$ cat config.mk
export PLATFORM = sky130hd
export DESIGN_NAME = rvcpu_pipe
export DESIGN_NICKNAME = d
export VERILOG_FILES = /design/src/rtl/rvcpu_pkg.sv /design/src/rtl/exe_stage.sv /design/src/rtl/id_stage.sv /design/src/rtl/regfile.sv /design/src/rtl/rvcpu_fwd_unit.sv /design/src/rtl/rvcpu_pipe.sv
export SDC_FILE = /design/constraint.sdc
export NUM_CORES = 1
export LEC_CHECK = 0
export BUFFER_PORTS_ARGS = -buffer_cell sky130_fd_sc_hd__buf_2
export CAP_MARGIN = 10
export CELL_PAD_IN_SITES_DETAIL_PLACEMENT = 1
export CELL_PAD_IN_SITES_GLOBAL_PLACEMENT = 1
export CORE_ASPECT_RATIO = 0.75
export CORE_MARGIN = 4
export CORE_UTILIZATION = 23
export DETAILED_ROUTE_END_ITERATION = 7
export PLACE_DENSITY_LB_ADDON = 0.1
export SYNTH_ARGS = -nofsm -noshare
export SYNTH_HDL_FRONTEND = slang
export SYNTH_SLANG_ARGS = --single-unit
$ cat constraint.sdc
create_clock -name clk -period 2.03 [get_ports clk]
set_input_delay 0.406 -clock clk [delete_from_list [all_inputs] [get_ports clk]]
set_output_delay 0.406 -clock clk [all_outputs]
set_load 0.01 [all_outputs]
$ cat src/rtl/rvcpu_pkg.sv
// rvcpu_pkg: shared widths, encodings and pipeline-register bundles
// for the pipelined RV64I core slice.
package rvcpu_pkg;
  localparam int          REG_BUS      = 64;
  localparam logic [63:0] RESET_PC_DEF = 64'h8000_0000;

  localparam logic [6:0] OPC_OPIMM = 7'b0010011;
  localparam logic [6:0] OPC_OP    = 7'b0110011;

  localparam logic [1:0] IT_NONE = 2'd0;
  localparam logic [1:0] IT_I    = 2'd1;
  localparam logic [1:0] IT_R    = 2'd2;

  localparam logic [2:0] ALU_ADD = 3'd0;
  localparam logic [2:0] ALU_SUB = 3'd1;
  localparam logic [2:0] ALU_XOR = 3'd2;
  localparam logic [2:0] ALU_OR  = 3'd3;
  localparam logic [2:0] ALU_AND = 3'd4;

  typedef struct packed {
    logic        valid;
    logic [31:0] inst;
    logic [63:0] pc;
  } ifid_t;

  typedef struct packed {
    logic               valid;
    logic [1:0]         inst_type;
    logic [2:0]         inst_opcode;
    logic [REG_BUS-1:0] op1;
    logic [REG_BUS-1:0] op2;
    logic               rd_w_ena;
    logic [4:0]         rd_w_addr;
  } idex_t;

  typedef struct packed {
    logic               valid;
    logic               rd_w_ena;
    logic [4:0]         rd_w_addr;
    logic [REG_BUS-1:0] rd_data;
  } exwb_t;
endpackage

$ cat src/rtl/exe_stage.sv
// exe_stage: single-cycle ALU; undecoded slots produce zero.
module exe_stage
  import rvcpu_pkg::*;
#(
  parameter int XLEN = REG_BUS
) (
  input  logic [1:0]      inst_type_i,
  input  logic [2:0]      inst_opcode_i,
  input  logic [XLEN-1:0] op1_i,
  input  logic [XLEN-1:0] op2_i,
  output logic [XLEN-1:0] rd_data_o
);
  logic [XLEN-1:0] res;

  always_comb begin
    res = '0;
    unique case (inst_opcode_i)
      ALU_ADD: res = op1_i + op2_i;
      ALU_SUB: res = op1_i - op2_i;
      ALU_XOR: res = op1_i ^ op2_i;
      ALU_OR:  res = op1_i | op2_i;
      ALU_AND: res = op1_i & op2_i;
      default: res = '0;
    endcase
  end

  assign rd_data_o = (inst_type_i == IT_NONE) ? '0 : res;
endmodule

$ cat src/rtl/id_stage.sv
// id_stage: decodes the OP-IMM / OP ALU subset and forms op1/op2
// from the (already forwarded) register data.
module id_stage
  import rvcpu_pkg::*;
#(
  parameter int XLEN = REG_BUS
) (
  input  logic [31:0]     inst_i,
  input  logic [XLEN-1:0] rs1_data_i,
  input  logic [XLEN-1:0] rs2_data_i,
  output logic [4:0]      rs1_addr_o,
  output logic [4:0]      rs2_addr_o,
  output logic            rs1_ena_o,
  output logic            rs2_ena_o,
  output logic [1:0]      inst_type_o,
  output logic [2:0]      inst_opcode_o,
  output logic [XLEN-1:0] op1_o,
  output logic [XLEN-1:0] op2_o,
  output logic            rd_w_ena_o,
  output logic [4:0]      rd_w_addr_o
);
  logic [6:0]      opc;
  logic [6:0]      f7;
  logic [2:0]      f3;
  logic            f3_ok;
  logic            is_i;
  logic            is_r;
  logic [XLEN-1:0] imm;

  assign opc   = inst_i[6:0];
  assign f3    = inst_i[14:12];
  assign f7    = inst_i[31:25];
  assign imm   = {{(XLEN-12){inst_i[31]}}, inst_i[31:20]};
  assign f3_ok = (f3 == 3'b000) | (f3 == 3'b100) |
                 (f3 == 3'b110) | (f3 == 3'b111);
  assign is_i  = (opc == OPC_OPIMM) & f3_ok;
  assign is_r  = (opc == OPC_OP) & f3_ok &
                 ((f7 == 7'h00) | ((f7 == 7'h20) & (f3 == 3'b000)));

  always_comb begin
    inst_type_o = IT_NONE;
    unique case (1'b1)
      is_r:    inst_type_o = IT_R;
      is_i:    inst_type_o = IT_I;
      default: inst_type_o = IT_NONE;
    endcase
    inst_opcode_o = ALU_ADD;
    unique case (f3)
      3'b100:  inst_opcode_o = ALU_XOR;
      3'b110:  inst_opcode_o = ALU_OR;
      3'b111:  inst_opcode_o = ALU_AND;
      default: inst_opcode_o = (is_r & f7[5]) ? ALU_SUB : ALU_ADD;
    endcase
  end

  assign rs1_addr_o  = inst_i[19:15];
  assign rs2_addr_o  = inst_i[24:20];
  assign rs1_ena_o   = is_i | is_r;
  assign rs2_ena_o   = is_r;
  assign op1_o       = rs1_data_i;
  assign op2_o       = is_r ? rs2_data_i : imm;
  assign rd_w_ena_o  = is_i | is_r;
  assign rd_w_addr_o = inst_i[11:7];
endmodule

$ cat src/rtl/regfile.sv
// regfile: 32 x XLEN integer registers, two read ports, one write port.
// x0 is never written, so it always reads zero.
module regfile
  import rvcpu_pkg::*;
#(
  parameter int XLEN = REG_BUS
) (
  input  logic            clk_i,
  input  logic            rst_i,
  input  logic [4:0]      w_addr_i,
  input  logic [XLEN-1:0] w_data_i,
  input  logic            w_ena_i,
  input  logic [4:0]      r_addr1_i,
  input  logic            r_ena1_i,
  output logic [XLEN-1:0] r_data1_o,
  input  logic [4:0]      r_addr2_i,
  input  logic            r_ena2_i,
  output logic [XLEN-1:0] r_data2_o
);
  logic [XLEN-1:0] regs_q [32];

  always_ff @(posedge clk_i or posedge rst_i) begin
    if (rst_i) begin
      for (int i = 0; i < 32; i++) regs_q[i] <= '0;
    end else if (w_ena_i && (w_addr_i != 5'd0)) begin
      regs_q[w_addr_i] <= w_data_i;
    end
  end

  assign r_data1_o = r_ena1_i ? regs_q[r_addr1_i] : '0;
  assign r_data2_o = r_ena2_i ? regs_q[r_addr2_i] : '0;
endmodule

$ cat src/rtl/rvcpu_fwd_unit.sv
// rvcpu_fwd_unit: picks each source operand from EX, then WB,
// then the regfile; the nearest producer is the newest value.
module rvcpu_fwd_unit #(
  parameter int XLEN  = 64,
  parameter bit WB_EN = 1'b1
) (
  input  logic            ex_valid_i,
  input  logic            ex_we_i,
  input  logic [4:0]      ex_rd_i,
  input  logic [XLEN-1:0] ex_data_i,
  input  logic            wb_valid_i,
  input  logic            wb_we_i,
  input  logic [4:0]      wb_rd_i,
  input  logic [XLEN-1:0] wb_data_i,
  input  logic [4:0]      rs1_addr_i,
  input  logic [4:0]      rs2_addr_i,
  input  logic [XLEN-1:0] rf1_data_i,
  input  logic [XLEN-1:0] rf2_data_i,
  output logic [XLEN-1:0] rs1_data_o,
  output logic [XLEN-1:0] rs2_data_o
);
  logic ex_hit1;
  logic ex_hit2;
  logic wb_hit1;
  logic wb_hit2;

  function automatic logic hit(input logic v, input logic we,
                               input logic [4:0] rd,
                               input logic [4:0] rs);
    return v & we & (rd != 5'd0) & (rd == rs);
  endfunction

  assign ex_hit1 = hit(ex_valid_i, ex_we_i, ex_rd_i, rs1_addr_i);
  assign ex_hit2 = hit(ex_valid_i, ex_we_i, ex_rd_i, rs2_addr_i);
  assign wb_hit1 = WB_EN & hit(wb_valid_i, wb_we_i, wb_rd_i, rs1_addr_i);
  assign wb_hit2 = WB_EN & hit(wb_valid_i, wb_we_i, wb_rd_i, rs2_addr_i);

  assign rs1_data_o = ex_hit1 ? ex_data_i :
                      wb_hit1 ? wb_data_i : rf1_data_i;
  assign rs2_data_o = ex_hit2 ? ex_data_i :
                      wb_hit2 ? wb_data_i : rf2_data_i;
endmodule

$ cat src/rtl/rvcpu_pipe.sv
// rvcpu_pipe: 3/4-stage RV64I ALU pipeline with a valid-only fetch
// handshake, full forwarding and a retired-instruction counter.
module rvcpu_pipe
  import rvcpu_pkg::*;
#(
  parameter int          XLEN     = REG_BUS,
  parameter logic [63:0] RESET_PC = RESET_PC_DEF,
  parameter bit          WB_REG   = 1'b1
) (
  input  logic        clk,
  input  logic        rst,
  input  logic [31:0] inst,
  input  logic        inst_valid,
  output logic [63:0] inst_addr,
  output logic        inst_ena,
  output logic [63:0] instret
);
  logic [63:0]     pc_q, pc_d;
  logic            ena_q;
  logic            hs;
  logic [63:0]     instret_q, instret_d;
  ifid_t           ifid_q, ifid_d;
  idex_t           idex_q, idex_d;
  exwb_t           exwb_q, exwb_d;
  logic [4:0]      rs1_addr, rs2_addr, id_rd;
  logic            rs1_ena, rs2_ena, id_we;
  logic [1:0]      id_type;
  logic [2:0]      id_op;
  logic [XLEN-1:0] rf1, rf2, rs1_data, rs2_data;
  logic [XLEN-1:0] op1, op2, ex_data;
  logic            wr_valid, wr_we;
  logic [4:0]      wr_addr;
  logic [XLEN-1:0] wr_data;
  logic            unused_pc;

  assign hs     = ena_q & inst_valid;
  assign pc_d   = hs ? pc_q + 64'd4 : pc_q;
  assign ifid_d = '{valid: hs, inst: inst, pc: pc_q};

  always_ff @(posedge clk or negedge rst) begin
    if (!rst) begin
      pc_q      <= RESET_PC;
      ena_q     <= 1'b0;
      ifid_q    <= '0;
      idex_q    <= '0;
      instret_q <= '0;
    end else begin
      pc_q      <= pc_d;
      ena_q     <= 1'b1;
      ifid_q    <= ifid_d;
      idex_q    <= idex_d;
      instret_q <= instret_d;
    end
  end

  id_stage #(.XLEN(XLEN)) u_id (
    .inst_i        (ifid_q.inst),
    .rs1_data_i    (rs1_data),
    .rs2_data_i    (rs2_data),
    .rs1_addr_o    (rs1_addr),
    .rs2_addr_o    (rs2_addr),
    .rs1_ena_o     (rs1_ena),
    .rs2_ena_o     (rs2_ena),
    .inst_type_o   (id_type),
    .inst_opcode_o (id_op),
    .op1_o         (op1),
    .op2_o         (op2),
    .rd_w_ena_o    (id_we),
    .rd_w_addr_o   (id_rd)
  );

  regfile #(.XLEN(XLEN)) u_rf (
    .clk_i     (clk),
    .rst_i     (~rst),
    .w_addr_i  (wr_addr),
    .w_data_i  (wr_data),
    .w_ena_i   (wr_valid & wr_we),
    .r_addr1_i (rs1_addr),
    .r_ena1_i  (rs1_ena),
    .r_data1_o (rf1),
    .r_addr2_i (rs2_addr),
    .r_ena2_i  (rs2_ena),
    .r_data2_o (rf2)
  );

  rvcpu_fwd_unit #(.XLEN(XLEN), .WB_EN(WB_REG)) u_fwd (
    .ex_valid_i (idex_q.valid),
    .ex_we_i    (idex_q.rd_w_ena),
    .ex_rd_i    (idex_q.rd_w_addr),
    .ex_data_i  (ex_data),
    .wb_valid_i (exwb_q.valid),
    .wb_we_i    (exwb_q.rd_w_ena),
    .wb_rd_i    (exwb_q.rd_w_addr),
    .wb_data_i  (exwb_q.rd_data),
    .rs1_addr_i (rs1_addr),
    .rs2_addr_i (rs2_addr),
    .rf1_data_i (rf1),
    .rf2_data_i (rf2),
    .rs1_data_o (rs1_data),
    .rs2_data_o (rs2_data)
  );

  always_comb begin
    idex_d             = '0;
    idex_d.valid       = ifid_q.valid;
    idex_d.inst_type   = id_type;
    idex_d.inst_opcode = id_op;
    idex_d.op1         = op1;
    idex_d.op2         = op2;
    idex_d.rd_w_ena    = ifid_q.valid & id_we;
    idex_d.rd_w_addr   = id_rd;
  end

  exe_stage #(.XLEN(XLEN)) u_exe (
    .inst_type_i   (idex_q.inst_type),
    .inst_opcode_i (idex_q.inst_opcode),
    .op1_i         (idex_q.op1),
    .op2_i         (idex_q.op2),
    .rd_data_o     (ex_data)
  );

  assign exwb_d = '{valid:     idex_q.valid,
                    rd_w_ena:  idex_q.rd_w_ena,
                    rd_w_addr: idex_q.rd_w_addr,
                    rd_data:   ex_data};

  if (WB_REG) begin : g_wb
    always_ff @(posedge clk or negedge rst) begin
      if (!rst) exwb_q <= '0;
      else      exwb_q <= exwb_d;
    end
    assign wr_valid = exwb_q.valid;
    assign wr_we    = exwb_q.rd_w_ena;
    assign wr_addr  = exwb_q.rd_w_addr;
    assign wr_data  = exwb_q.rd_data;
  end else begin : g_nowb
    assign exwb_q   = '0;
    assign wr_valid = exwb_d.valid;
    assign wr_we    = exwb_d.rd_w_ena;
    assign wr_addr  = exwb_d.rd_w_addr;
    assign wr_data  = exwb_d.rd_data;
  end

  // Every valid slot at the write-back point retires, even rd-less ones.
  assign instret_d = instret_q + {63'd0, wr_valid};

  assign inst_addr = pc_q;
  assign inst_ena  = ena_q;
  assign instret   = instret_q;
  assign unused_pc = ^ifid_q.pc;
endmodule

==> impl_results.md, run 1 <==
- CTS Sinks: 130
- Crit share post-route: 100%
- WL per Instance: 15.7 um
- Vias in the first global route: 5,139
- F_max: 491 MHz
- CORE AREA: 24,300 sq um
- Detail Route Antenna Nets: 0
- Power Density: 831 nW/um^2
- Synth Instances: 510
- Synth top area cells: dfrtp_1 56%, xnor2_1 11%, xor2_1 7.8%
- Clock latency on the worst-skew pair: between 0.4 and 0.5 ns
- Largest net degree at the start of global routing: between 40 and 50
- Crit path DAT: 2.39 ns
- First-pass GRT wire length: 28.4 mm
- WL final: ~17 mm
- Hold-critical path endpoint: idex_d[139]
- Area used by multi-input combinational logic: 2610 sq um
- Final Wtd Congestion: 0.761
- Final core occ: 34.0%
- Hold path start: inst_valid
- Initial antenna violation count: 0
- Initial drt markers: 139
- DRT Pass-1 Iters: 4
- CTS tree: done
- Worst Hold Class: input port to flop
- R2R Path End: instret[63]
- Non-filler cells, final: 1,071
- Final Hold Vio Count: 0
- CTS Buf Count: 17
- Type of the worst setup path: flop to flop
- Worst-path clk slew: roughly 0.06 ns
- Count of different cell masters after synthesis: 28
- WP data required: 2.38 ns
- Layout cells sized above 1: 36.8%
- GRT Residual Overflow: 0
- Top-area cell type share of the netlist area: a little under three fifths
- # rows: 49
- Synth Cell Area: approximately 5700 sq um
- Pins Over Slew Limit: 0
- Outcome: finished with violations
- Crit path launch type: flop
- Die area: 27,500 sq um
- Chip width: about 190 um
- Crit-path max FO: 8
- Clk root buf: clkbuf_16
- Initial Utilization: 23.6%
- Tot GR Track Use: 12.9%
- Yosys top cell by area: dfrtp_1
- P_leak: 4.27 nW
- Final Critical Period: 2.04 ns
- Top-count cell post-synth: dfrtp_1
- Vert. Die Dim: 145 um
- Main synth FF type: dfrtp_1
- Max-Cap Viols: 0
- # DRC: 0
- Max Buffers Root-to-Sink: 2
- Register area share after synthesis: 56.8%
- Placed Cells: 1,028
- Final hold slack: between 0.3 and 0.4 ns
- DR vias: 4,599
- Reg2reg start: instret[0]
- Ys async rst share: 100%
- Final net count: 765
- Final worst setup slack: -0.00716 ns
- Worst setup EP type: flop
- Top cells by count, synth: 129 x dfrtp_1, 72 x xnor2_1, 52 x nand2_1
- PortBufs: around 130
- YS warnings: 0
- Fillers: between 2k and 3k
- Syn Area/Cell: 11.2 sq um
- Reg2reg setup slack: -0.007 ns
- RSZ-0062 raised after global routing: true
- EDFF count, synth: 0
- FF+latch count, synth: 130
- H-tree depth: 4
- Finish-stage setup viols: 2
- Antenna diode count: 0
- Area Overhead vs Synth: 43.9%
- FF+latch area: 3260 sq um
- Top Ports: 164
- Detailed Place HPWL: 12.3 mm
- Actual slew at the worst max-slew pin: approximately 0.5 ns
- Final Skew: 0.00876 ns
- Failing checks: negative setup slack
- Reg2Reg Depth: 7
- Hold path cells: 3
- Vias/cell: 4.29
- Fin Setup TNS: -0.0110 ns
- Max-Slew Margin vs Limit: 66.2%
- Worst VDD drop: between 0.0005 and 0.0006 V
[worst max-delay path, stage by stage (launching register included)]
cell and delay, ns:
dfrtp_1 0.38, ha_4 0.15, and4_4 0.21, nand4_1 0.15, or4_4 0.57, buf_12 0.17
nor4_4 0.15, xor2_1 0.17
[cell usage in the layout, fill, tap and decap left out, types with 2 or more instances in the layout]
| master | Yosys | final |
|---|---|---|
| conb_1 | 2 | 3 |
| buf_12 | 0 | 5 |
| inv_1 | 8 | 8 |
| buf_6 | 0 | 3 |
| xor2_1 | 51 | 51 |
| nand3_1 | 50 | 46 |
| nor3_4 | 0 | 3 |
| and2_1 | 2 | 2 |
| and4_4 | 0 | 2 |
| bufinv_16 | 0 | 5 |
| dfrtp_1 | 129 | 127 |
| and4_1 | 10 | 8 |
| nand4_1 | 31 | 31 |
| nand2_1 | 52 | 48 |
| and3_1 | 19 | 18 |
| nand3_2 | 0 | 3 |
| nor4_2 | 5 | 9 |
| clkinv_2 | 0 | 4 |
| nor2_1 | 29 | 29 |
| clkbuf_16 | 0 | 17 |
| xnor2_1 | 72 | 72 |
| nand2_2 | 0 | 4 |
| nor4_4 | 1 | 5 |
| buf_4 | 3 | 66 |
| dfrtp_2 | 0 | 2 |
| buf_2 | 1 | 128 |
| clkinv_4 | 0 | 4 |
| nor4_1 | 10 | 2 |
| nor3_1 | 20 | 17 |
| ha_4 | 0 | 2 |
[metrics by stage]
step / total power [mW] / instance area (sq um) / setup slack (ns)
floorplan: 3.06 / 5800 / -0.175
global placement: 3.44 / 7340 / -0.125
detailed placement: 3.46 / 7340 / -0.156
CTS: 6.95 / 8120 / -0.0371
global route: 7.18 / 8250 / -0.115
finish: 6.86 / 8250 / -0.00716
[kinds of logic (layout without fill, tap and decap cells)]
logic type | Yosys count | in the layout | share of synthesized area, %
simple gates | 236 | 236 | 22.3
buf+inv | 15 | 244 | 1.20
xor+xnor | 123 | 123 | 18.8
other cells | 2 | 3 | 0.131
flops | 130 | 130 | 56.8
fa+ha+maj | 3 | 3 | 0.655
mux | 1 | 1 | 0.196
[registers in the layout, indices dropped and copies added, names as in the netlist]
register   cells
exwb_d         1
inst_addr     62
instret       64
idex_d         1
inst_ena       1
wr_valid       1
[layer usage]
metal	vias to the layer above	global-route usage (%)	part of all wire [%]	wire (um)
li1	2196	-	-	-
met1	2301	17.0	48	8010
met2	86	20.4	46	7730
met3	16	4.29	5.2	869
met4	0	3.97	1.3	223
met5	-	0	0	0
[worst max-delay path by stage]
stage / slack [ns] / from / end / depth (start not counted)
floorplan: -0.18 / instret[0] / instret[49] / 7
global placement: -0.13 / instret[0] / instret[61] / 7
detailed placement: -0.16 / instret[0] / instret[61] / 7
CTS: -0.04 / instret[0] / instret[61] / 7
global route: -0.11 / instret[0] / instret[63] / 7
finish: -0.007 / instret[0] / instret[63] / 7
[final cells by class]
class | count | share of cell area, %
clock inverter | 14 | 2.58
sequential | 130 | 39.5
multi-input combinational | 366 | 31.7
timing repair buffer | 204 | 15.7
tap | 331 | 5.02
clock buffer | 18 | 5.20
inverter | 8 | 0.364
[power breakdown]
part | internal [mW] | switching (mW) | total [mW]
clock network | 2.17 | 1.23 | 3.40
logic | 0.317 | 0.342 | 0.659
registers | 2.70 | 0.0915 | 2.80
total | 5.19 | 1.66 | 6.86
[repair_timing]
action	in CTS	in global routing
gates cloned	0	1
setup buffers	5	4
resized for setup	18	23
setup endpoints to repair	29	43
hold buffers	1	0
hold endpoints to repair	42	0
pin swaps	12	12
No activity file was read; power rests on OpenSTA's default activity.
==> inputs of run 2 (changes only) <==
==> constraint.sdc (replaced) <==
create_clock -name clk -period 2.03 [get_ports clk]
set_input_delay 0.406 -clock clk [delete_from_list [all_inputs] [get_ports clk]]
set_output_delay 0.406 -clock clk [all_outputs]
set_load 0.02 [all_outputs]
==> impl_results.md, run 2 (synthesized netlist as in run 1, its figures left out) <==
- Worst setup EP type: flop (unchanged)
- First-pass GRT wire length: 27.1 mm (was 28.4 mm)
- Crit path capture: instret[49] (was instret[63])
- Final Critical Period: 2.05 ns (was 2.04 ns)
- Worst VDD drop: 0.000547 V (was 0.000585 V)
- Crit share post-route: 101% (was 100%)
- Type of the worst setup path: flop to flop (unchanged)
- Sequential share of power: 39.6% (was 40.8%)
- Grt met1 use: 16.5% (was 17.0%)
- Non-filler cells, final: 1,076 (was 1,071)
- Met2 usage: 19.8% (was 20.4%)
- Power Density: 842 nW/um^2 (was 831 nW/um^2)
- Final net count: 770 (was 765)
- PortBufs: 129 (unchanged)
- RSZ-0062 raised after global routing: true (unchanged)
- H-tree depth: 4 (unchanged)
- Final hold slack: 0.350 ns (was 0.330 ns)
- Switching fraction of total power: 25.0% (was 24.2%)
- P_leak: 4.34 nW (was 4.27 nW)
- Failing checks: negative setup slack (unchanged)
- GR Util met3: 4.39% (was 4.29%)
- Critical Path Start: wr_valid (was instret[0])
- Initial drt markers: 121 (was 139)
- Most common cell after layout, fill and taps aside: buf_2 (unchanged)
- Detailed Place HPWL: 12.5 mm (was 12.3 mm)
- CTS tree: done (unchanged)
- CTS Sinks: 130 (unchanged)
- Power share of the clock group: 49.5% (was 49.6%)
- WL final: 17.1 mm (was 16.8 mm)
- Worst Hold Class: flop to flop (was input port to flop)
- CORE AREA: 24,300 sq um (unchanged)
- Crit-path max FO: 8 (unchanged)
- Pins Over Slew Limit: 0 (unchanged)
- Actual slew at the worst max-slew pin: 0.498 ns (was 0.507 ns)
- Fillers: 2,747 (was 2,760)
- Outcome: finished with violations (unchanged)
- Die area: 27,500 sq um (unchanged)
- Final Wtd Congestion: 0.758 (was 0.761)
- Antenna diode count: 0 (unchanged)
- Final Hold Vio Count: 0 (unchanged)
- DRT Pass-1 Iters: 4 (unchanged)
- Final worst setup slack: -0.0180 ns (was -0.00716 ns)
- Switching pwr: 1.76 mW (was 1.66 mW)
- Top Ports: 164 (unchanged)
- Reg2reg setup slack: -0.02 ns (was -0.007 ns)
- Max-Slew Margin vs Limit: 66.5% (was 66.2%)
- GRT Residual Overflow: 0 (unchanged)
- Vias in the first global route: 4,951 (was 5,139)
- Hold path start: idex_d[139] (was inst_valid)
- Max-Cap Viols: 0 (unchanged)
- Max Buffers Root-to-Sink: 2 (unchanged)
- Vias/cell: 4.33 (was 4.29)
- Reg2reg start: wr_valid (was instret[0])
- Logic pwr share: 10.9% (was 9.6%)
- Vert. Die Dim: 145 um (unchanged)
- Finish-stage setup viols: 2 (unchanged)
- R2R Path End: instret[49] (was instret[63])
- Layout cells sized above 1: 38.5% (was 36.8%)
- Tot GR Track Use: 12.5% (was 12.9%)
- DR vias: 4,658 (was 4,599)
- Clock latency on the worst-skew pair: 0.42 ns (was 0.43 ns)
- # rows: 49 (unchanged)
- WP data required: 2.38 ns (about the same)
- Max reg flops: 64 (unchanged)
- Commonest non-fill, non-tap cells in the layout: 128 x buf_2, 125 x dfrtp_1, 73 x buf_4, 68 x xnor2_1, 51 x xor2_1 (was 128 x buf_2, 127 x dfrtp_1, 72 x xnor2_1, 66 x buf_4, 51 x xor2_1)
- Largest net degree at the start of global routing: 44 (was 47)
- # DRC: 0 (unchanged)
- Reg2Reg Depth: 6 (was 7)
- Gr busiest metal: met2 (unchanged)
- Area Overhead vs Synth: 45.9% (was 43.9%)
- CTS Buf Count: 17 (unchanged)
- Chip width: 190 um (unchanged)
- Initial antenna violation count: 0 (unchanged)
- Placed Cells: 1,037 (was 1,028)
- P_int: 5.28 mW (was 5.19 mW)
- Clk root buf: clkbuf_16 (unchanged)
- F_max: 488 MHz (was 491 MHz)
- Detail Route Antenna Nets: 0 (unchanged)
- Worst-path clk slew: 0.06 ns (about the same)
- WL per Instance: 15.9 um (was 15.7 um)
- Crit path launch type: flop (unchanged)
- Crit path DAT: 2.39 ns (about the same)
- Final Skew: 0.0100 ns (was 0.00876 ns)
- Initial Utilization: 23.6% (unchanged)
==> run 2: cell count changes in the layout (fill, tap and decap cells not counted), sizes merged <==
| cell | change |
|---|---|
| clkinvlp | +1 |
| clkinv | -3 |
| buf | +4 |
| clkbuf | +2 |
| inv | +1 |
==> run 2: per-layer routing <==
| layer | wire (um) | vias to the layer above |
|---|---|---|
| met3 | 955 | 14 |
| li1 | - | 2205 |
| met4 | 174 | 0 |
| met2 | 7870 | 93 |
| met1 | 8130 | 2346 |
| met5 | 0 | - |
==> run 2: worst max-delay path, stage by stage, from the launching register on <==
cell     delay (ns)
dfrtp_1        0.37
ha_4           0.14
and4_4         0.23
nand4_1        0.14
or4_4          0.63
nor4_4         0.29
xor2_1         0.16
==> run 2: how the worst min path moves through the flow <==
stage | end | slack (ns) | depth (start not counted)
4_1_cts | idex_d[139] | 0.34 | 3
3_3_place_gp | wr_valid | 0.33 | 0
5_1_grt | exwb_d[70] | 0.36 | 0
3_5_place_dp | exwb_d[70] | 0.34 | 0
6_report | exwb_d[70] | 0.35 | 0
2_1_floorplan | exwb_d[70] | 0.11 | 0
==> run 2: power groups by stage <==
stage          Combinational [mW]  Clock [mW]  Sequential (mW)
2_1_floorplan               0.146           0             3.01
4_1_cts                     0.748        3.58             2.79
3_5_place_dp                0.742           0             2.83
3_3_place_gp                0.721           0             2.83
6_report                    0.770        3.48             2.79
5_1_grt                     0.842        3.69             2.80
==> run 2: area by class of cell <==
type / count / area (sq um) / area share, %
multi-input cells: 366 / 2690 / 32.1
repair buffers: 209 / 1320 / 15.7
clock inverters: 13 / 206 / 2.47
well taps: 331 / 414 / 4.95
inverters: 8 / 30.0 / 0.359
clock buffers: 19 / 453 / 5.41
flip-flops and latches: 130 / 3260 / 39.0
==> run 2: repair_timing <==
action,CTS,global route
endpoints found under the setup margin,11,39
cloned,0,1
pin swaps,2,13
gates resized for setup,7,33
buffers inserted,0,6
hold endpoints to repair,33,0
hold buffers,1,0
==> run 2: per-stage QoR <==
stage	instance area, sq um	TNS (ns)	util [%]	total power, mW	worst slack (ns)
floorplan	5830	-0.940	-	3.16	-0.172
global placement	7420	-0.775	30.6	3.55	-0.151
detailed placement	7420	-0.943	30.6	3.57	-0.167
CTS	8120	-0.147	33.4	7.12	-0.0488
global route	8370	-1.65	34.5	7.33	-0.139
finish	8370	-0.0345	34.5	7.04	-0.0180
